==> src/rtl/spart_bus_ctrl.sv <==
// SPART processor-side controller: bus decode, baud tick generator,
// receive byte/status holding and transmit buffer sequencing.
module spart_bus_ctrl #(
    parameter logic [15:0] DIV_RESET = 16'd325
) (
    input  logic       clk,
    input  logic       rst,
    input  logic       iocs,
    input  logic       iorw,
    input  logic [1:0] ioaddr,
    input  logic [7:0] wdata,
    output logic [7:0] rdata,
    output logic       rda,
    output logic       tbr,
    output logic       baud_en,
    output logic       rx_en,
    input  logic [7:0] rx_data,
    input  logic       rx_done,
    output logic [7:0] tx_data,
    output logic       tx_start,
    input  logic       tx_busy
);

    typedef enum logic [1:0] {
        TX_EMPTY  = 2'd0,
        TX_PEND   = 2'd1,
        TX_LAUNCH = 2'd2,
        TX_GUARD  = 2'd3
    } tx_state_t;

    localparam int unsigned DIV_W = 16;

    tx_state_t         state, state_nxt;
    logic              load_tx;
    logic [7:0]        rx_buf;
    logic [7:0]        tx_buf;
    logic              ovr;
    logic [DIV_W-1:0]  div;
    logic [DIV_W-1:0]  cnt;

    logic bus_rd, bus_wr;
    logic rd_data, rd_status;
    logic wr_data, wr_ctrl, wr_div_lo, wr_div_hi;

    // Bus decode
    assign bus_rd    = iocs & iorw;
    assign bus_wr    = iocs & ~iorw;
    assign rd_data   = bus_rd & (ioaddr == 2'b00);
    assign rd_status = bus_rd & (ioaddr == 2'b01);
    assign wr_data   = bus_wr & (ioaddr == 2'b00);
    assign wr_ctrl   = bus_wr & (ioaddr == 2'b01);
    assign wr_div_lo = bus_wr & (ioaddr == 2'b10);
    assign wr_div_hi = bus_wr & (ioaddr == 2'b11);

    assign tx_data = tx_buf;

    // Read mux
    always_comb begin
        rdata = 8'h00;
        if (bus_rd) begin
            case (ioaddr)
                2'b00:   rdata = rx_buf;
                2'b01:   rdata = {5'b0, ovr, tbr, rda};
                2'b10:   rdata = div[7:0];
                default: rdata = div[15:8];
            endcase
        end
    end

    // Baud generator; a high-byte write restarts the count from the new divisor
    always_ff @(posedge clk) begin
        if (rst) begin
            div     <= DIV_RESET;
            cnt     <= DIV_RESET;
            baud_en <= 1'b0;
        end else begin
            if (wr_div_lo) div[7:0]  <= wdata;
            if (wr_div_hi) div[15:8] <= wdata;
            if (wr_div_hi) begin
                cnt     <= {wdata, div[7:0]};
                baud_en <= 1'b0;
            end else if (cnt == 16'd0) begin
                cnt     <= div;
                baud_en <= 1'b1;
            end else begin
                cnt     <= cnt - 16'd1;
                baud_en <= 1'b0;
            end
        end
    end

    // Receive holding register and status; a new byte overrunning an unread one sets ovr
    always_ff @(posedge clk) begin
        if (rst) begin
            rx_buf <= 8'h00;
            rda    <= 1'b0;
            ovr    <= 1'b0;
            rx_en  <= 1'b1;
        end else begin
            if (wr_ctrl) rx_en <= wdata[0];
            if (rx_done && rda && !rd_data) ovr <= 1'b1;
            else if (rd_status)             ovr <= 1'b0;
            if (rx_done) begin
                rx_buf <= rx_data;
                rda    <= 1'b1;
            end else if (rd_data) begin
                rda <= 1'b0;
            end
        end
    end

    // Transmit FSM state register and registered outputs
    always_ff @(posedge clk) begin
        if (rst) begin
            state    <= TX_EMPTY;
            tx_buf   <= 8'h00;
            tbr      <= 1'b1;
            tx_start <= 1'b0;
        end else begin
            state    <= state_nxt;
            tbr      <= (state_nxt == TX_EMPTY);
            tx_start <= (state_nxt == TX_LAUNCH);
            if (load_tx) tx_buf <= wdata;
        end
    end

    // Transmit FSM next state; GUARD gives the transmitter a cycle to raise tx_busy
    always_comb begin
        state_nxt = state;
        load_tx   = 1'b0;
        case (state)
            TX_EMPTY: begin
                if (wr_data) begin
                    load_tx   = 1'b1;
                    state_nxt = TX_PEND;
                end
            end
            TX_PEND:   if (!tx_busy) state_nxt = TX_LAUNCH;
            TX_LAUNCH: state_nxt = TX_GUARD;
            default:   state_nxt = TX_EMPTY;
        endcase
    end

endmodule

==> config.mk <==
export PLATFORM = sky130hd
export DESIGN_NAME = spart_bus_ctrl
export DESIGN_NICKNAME = d
export VERILOG_FILES = /design/src/rtl/spart_bus_ctrl.sv
export SDC_FILE = /design/constraint.sdc
export NUM_CORES = 1
export LEC_CHECK = 0
export ABC_AREA = 1
export CAP_MARGIN = 30
export CORE_MARGIN = 2
export CORE_UTILIZATION = 45
export DETAILED_ROUTE_END_ITERATION = 8
export PLACE_DENSITY = 0.69
export SLEW_MARGIN = 20
export SYNTH_ARGS = -nofsm -noshare
export SYNTH_HDL_FRONTEND = slang
export SYNTH_SLANG_ARGS = --single-unit
==> constraint.sdc <==
create_clock -name clk -period 1.7 [get_ports clk]
set_clock_uncertainty 0.2 [all_clocks]
set_input_delay 0.17 -clock clk [delete_from_list [all_inputs] [get_ports clk]]
set_output_delay 0.17 -clock clk [all_outputs]
set_load 0.01 [all_outputs]
==> results of run 1 <==
## flip-flops by register name (all words and copies together) (netlist names)
register and count:
div 16, ovr 1, baud_en 1, rda 1, state 2, tbr 1, tx_start 1, rx_buf 8
rx_en 1, tx_data 8, cnt 16
## logic make-up after synthesis
group	synth area share
simple gates	0.3679
buf+inv	0.09300
compound gates	0.1097
flops	0.4045
xor+xnor	0.01580
fa+ha+maj	0.009028
## metrics by stage
| step | instances | setup slack, ns | utilization |
|---|---|---|---|
| 2_1_floorplan | 407 | 0.2647 | - |
| 3_3_place_gp | 550 | -0.4234 | 0.5904 |
| 3_5_place_dp | 550 | -0.4630 | 0.5904 |
| 4_1_cts | 558 | 0.01482 | 0.6059 |
| 5_1_grt | 560 | -0.03132 | 0.6124 |
| 6_report | 560 | 0.07226 | 0.6124 |
## power by group
part | switching [mW] | internal, mW | leakage, nW
combinational | 0.232 | 0.200 | 1.26
clock | 0.471 | 0.302 | 0.0487
sequential | 0.0424 | 1.37 | 0.458
total | 0.745 | 1.87 | 1.77
## layout make-up
type / instances / area (sq um)
Clock buffer: 5 / 68.82
Multi-Input combinational cell: 288 / 1414
Fill cell: 561 / 2295
Timing Repair Buffer: 77 / 681.9
Inverter: 56 / 216.5
Tap cell: 75 / 93.84
Sequential cell: 56 / 1125
Clock inverter: 3 / 26.28
## routing by layer
layer,vias up,track usage
met5,-,0
met4,0,0.06167
met3,14,0.03478
met2,60,0.4016
met1,1195,0.2841
li1,1422,-
## Yosys cell counts (2+ instances only)
cell      number
xor2_1         4
inv_2          3
nand2_1      108
nor2_2         4
buf_2          4
nand3_4        2
o211ai_1       4
ha_1           2
nand2_4        4
nand3b_1       4
clkinv_1       2
o21ai_0       24
nor2_1        70
nand3_1       26
nor2_4         3
nand4_1        2
a21oi_1       22
dfxtp_1       56
inv_1         50
## tightest hold or removal path: cells and delay by family
| family | cells | cell delay (ns) |
|---|---|---|
| AND/OR/NAND/NOR | 4 | 0.20 |
| buffers and inverters | 2 | 0.27 |
## what timing repair did
| item | 4_1_cts | 5_1_grt |
|---|---|---|
| pin swaps | 0 | 2 |
| setup endpoints to repair | 8 | 22 |
| resized for setup | 15 | 13 |
| hold endpoints to repair | 0 | 0 |
| setup buffers | 0 | 2 |
## worst paths after layout
path | startpoint | endpoint | slack (ns) | cells past startpoint
min | ioaddr[1] | rx_en$_SDFFE_PP1P_ | 0.17 | 6
max | ioaddr[0] | rdata[1] | 0.07 | 9
min reg2reg | tx_data[6]$_SDFFE_PP0P_ | tx_data[6]$_SDFFE_PP0P_ | 0.25 | 2
max reg2reg | cnt[0]$_SDFF_PP1_ | cnt[13]$_SDFF_PP0_ | 0.09 | 9
==> metrics.csv, run 1 <==
metric,value,unit
wl_per_cell,12.81,um
hold_path.class,in2reg,
power.leakage,1.769,nW
die_w,82.48,um
tightest_slew,0.3344,ns
layout_commonest_cell,nand2_1,
placed_area,3496,sq um
gp_congestion,0.8739,
drt_pass1_iterations,4,
critPathKind,in2out,
synth_cell_types,32,
status,finished clean,
min_period_over_period,0.9575,
irDropWorstVdd,0.3831,mV
holdWs,0.1661,ns
gr-total-overflow,0,
fin_area,3626,sq um
area_delta_synth_final,30.84,%
arrival,1.26,ns
wl_met1,3416,um
synth_largest_area_cell,dfxtp_1,
core,5921,sq um
synthCells,407,
cap_violations,0,
grt_start_max_net_pins,20,
ctsHoldBuffers,0,
clkSlewWorstSetupHoldPaths,0.10,ns
post-dp-hpwl,5661,um
setup_viol,0,
cp_slowest_stage_delay,0.27,ns
insertion_delay,0.31,ns
async_flop_share,0,
fmax,0.6143,GHz
hold_viol_final,0,
cp_num_buf_inv,5,
cp-end-kind,primary output,
synth.top_cell.area_share,0.4045,
report.final.slew_viol_count,0,
clockRootBuffer,clkbuf_8,
portBuffers,44,
synth-warning-count,0,
critical-path-slowest-cell,dlygate4sd2_1,
rows,28,
synth-seq-area-share,0.4045,
ant_nets,0,
vias_per_cell,4.805,
clockBufferDepth,2,
drive_gt1_frac,0.1505,
final_cell_mix,"108 x nand2_1, 69 x nor2_1, 53 x dfxtp_1",
initial_core_util,0.4681,
crit_chain,dlygate4sd2_1 > buf_4 > nand2_4 > inv_6 > nand2_1 > nand4_1 > nand2_1 > inv_1 > dlygate4sd2_1,
routed.top_layer,met4,
track_usage,0.2266,
slew_headroom,0.7768,
syn_area,2771,sq um
setup-tns-final,0,ns
clock_sinks,56,
antenna_found_initial,0,
crit_path_start_kind,input pin,
dr_wl_met2,3412,um
tritoncts,done,
initialDrtViolationCount,135,
grt_pass1_wl,11650,um
post_synth.cell_area_avg,6.809,sq um
nets,510,
crit_family,buffers and inverters,
synth_edf_count,0,
cts_buffers,5,
yosys-top-cells-area,"dfxtp_1 40%, nand2_1 15%, nor2_1 9.5%, inv_1 6.8%, nand3_1 4.7%",
power_density,722.2,nW/um^2
synth_fp_nets,433,
crit_required,1.33,ns
cts_max_level,2,
rsz0062_at_grt,yes,
cp_max_fo,7,
finalCriticalPeriod,1.628,ns
postSynthRegisterBits,56,
grt_pass1_vias,2557,
synth-main-ff-cell,dfxtp_1,
wirelength,7173,um
die-area,6802,sq um
io_pins,45,
antenna_cells,0,
via_count,2691,
total_power,2.619,mW
drc,0,
die_y,82.48,um
wl_met3,210,um
(Power assumes the default switching activity.)
==> inputs of run 2 (changes only) <==
CTS_BUF_LIST = sky130_fd_sc_hd__clkbuf_2 sky130_fd_sc_hd__clkbuf_4 sky130_fd_sc_hd__clkbuf_8   (was default)
SKIP_LAST_GASP = 1   (was default)
==> metrics.csv, run 2 (same netlist as run 1, synthesis figures left out) <==
metric,value,unit
vias_per_cell,4.761,
largestRegisters,"cnt: 16 flops, div: 16 flops",
setup_ws,0.07228,ns
wirelength,7141,um
holdWs,0.1664,ns
dp_slack,-0.4630,ns
cp-end-kind,primary output,
critical-path-slowest-cell,clkdlybuf4s50_1,
die-area,6802,sq um
antenna_found_initial,0,
finalCriticalPeriod,1.628,ns
initialDrtViolationCount,126,
slew_headroom,0.7847,
setup-tns-final,0,ns
drt_pass1_iterations,4,
crit_path_start_kind,input pin,
report.final.slew_viol_count,0,
nets,510,
irDropWorstVdd,0.3854,mV
clockRootBuffer,clkbuf_8,
power.leakage,1.769,nW
cp_max_fo,10,
track_usage,0.2266,
crit_family,buffers and inverters,
drive_gt1_frac,0.1505,
rows,28,
wl_per_cell,12.75,um
portBuffers,44,
power_density,722.3,nW/um^2
gp_congestion,0.8739,
clockBufferDepth,2,
total_power,2.619,mW
fmax,0.6144,GHz
cts_buffers,5,
setup_viol,0,
core,5921,sq um
crit_chain,clkdlybuf4s50_1 > nand2_1 > clkinv_2 > nand2_1 > inv_1 > dlygate4sd2_1,
area_delta_synth_final,30.84,%
grt_pass1_wl,11650,um
path_common_cell,nand2_1,
drc,0,
final_cell_mix,"108 x nand2_1, 69 x nor2_1, 53 x dfxtp_1",
die_y,82.48,um
layout_commonest_cell,nand2_1,
clock_sinks,56,
grt_pass1_vias,2557,
insertion_delay,0.32,ns
antenna_cells,0,
rrSetupSlack,0.10,ns
fin_area,3626,sq um
initial_core_util,0.4681,
tightest_slew,0.3226,ns
die_w,82.48,um
cp_slowest_stage_delay,0.43,ns
io_pins,45,
cap_violations,0,
via_count,2666,
status,finished clean,
arrival,1.26,ns
rsz0062_at_grt,yes,
post-dp-hpwl,5661,um
cp_num_buf_inv,4,
hold_viol_final,0,
cts_max_level,2,
gr-total-overflow,0,
placed_area,3496,sq um
crit_required,1.33,ns
clkSlewWorstSetupHoldPaths,0.10,ns
tritoncts,done,
hold_path.class,in2reg,
ant_nets,0,
min_period_over_period,0.9575,
grt_start_max_net_pins,20,
critPathKind,in2out,
## run 2: cell counts in the layout (fill, tap and decap cells not counted)
Identical to the previous run, type by type.
## run 2: what timing repair did
action	CTS	global route
endpoints found under the hold margin	0	0
buffers inserted	0	2
hold buffers	0	0
gates resized for setup	15	13
endpoints found under the setup margin	8	22
pin swaps	0	2
## run 2: final timing paths
kind | from | to | depth (start not counted)
worst max register to register | cnt[0]$_SDFF_PP1_ | cnt[13]$_SDFF_PP0_ | 9
worst max-delay path | iorw | rdata[7] | 6
worst min-delay path | ioaddr[1] | rx_en$_SDFFE_PP1P_ | 6
worst min register to register | tx_data[6]$_SDFFE_PP0P_ | tx_data[6]$_SDFFE_PP0P_ | 2
## run 2: worst min-delay path, stage by stage
cell      delay, ns
clkbuf_2       0.15
nor2_4         0.06
buf_4          0.13
nand2_1        0.05
nand2_1        0.04
nand3_1        0.05
## run 2: area by class of cell
cell class / count / area [sq um]
clock inverters: 3 / 26.28
multi-input cells: 288 / 1414
clock buffers: 5 / 68.82
well taps: 75 / 93.84
fillers: 561 / 2295
repair buffers: 77 / 681.9
inverters: 56 / 216.5
flip-flops and latches: 56 / 1125
## run 2: through the flow
| step | cells | utilization |
|---|---|---|
| 6_report | 560 | 0.6124 |
| 5_1_grt | 560 | 0.6124 |
| 4_1_cts | 558 | 0.6059 |
| 3_5_place_dp | 550 | 0.5904 |
| 3_3_place_gp | 550 | 0.5904 |
| 2_1_floorplan | 407 | - |
## run 2: power by group
group,leakage [nW],switching [mW],internal [mW]
logic,1.26,0.232,0.200
clock network,0.0487,0.472,0.302
registers,0.458,0.0423,1.37
total,1.77,0.746,1.87
## run 2: per-layer routing
metal	share of wire	routed length (um)	global-route usage	up-vias
met2	0.48	3395	0.4016	54
met1	0.47	3344	0.2841	1178
met4	0.016	116	0.06167	0
met5	0	0	0	-
met3	0.040	284	0.03478	12
li1	-	-	-	1422
==> inputs of run 3 (changes only) <==
SKIP_LAST_GASP = default   (was 1)
==> results of run 3 <==
Same layout as run 1: the final DEF is identical, and so are final timing and power.
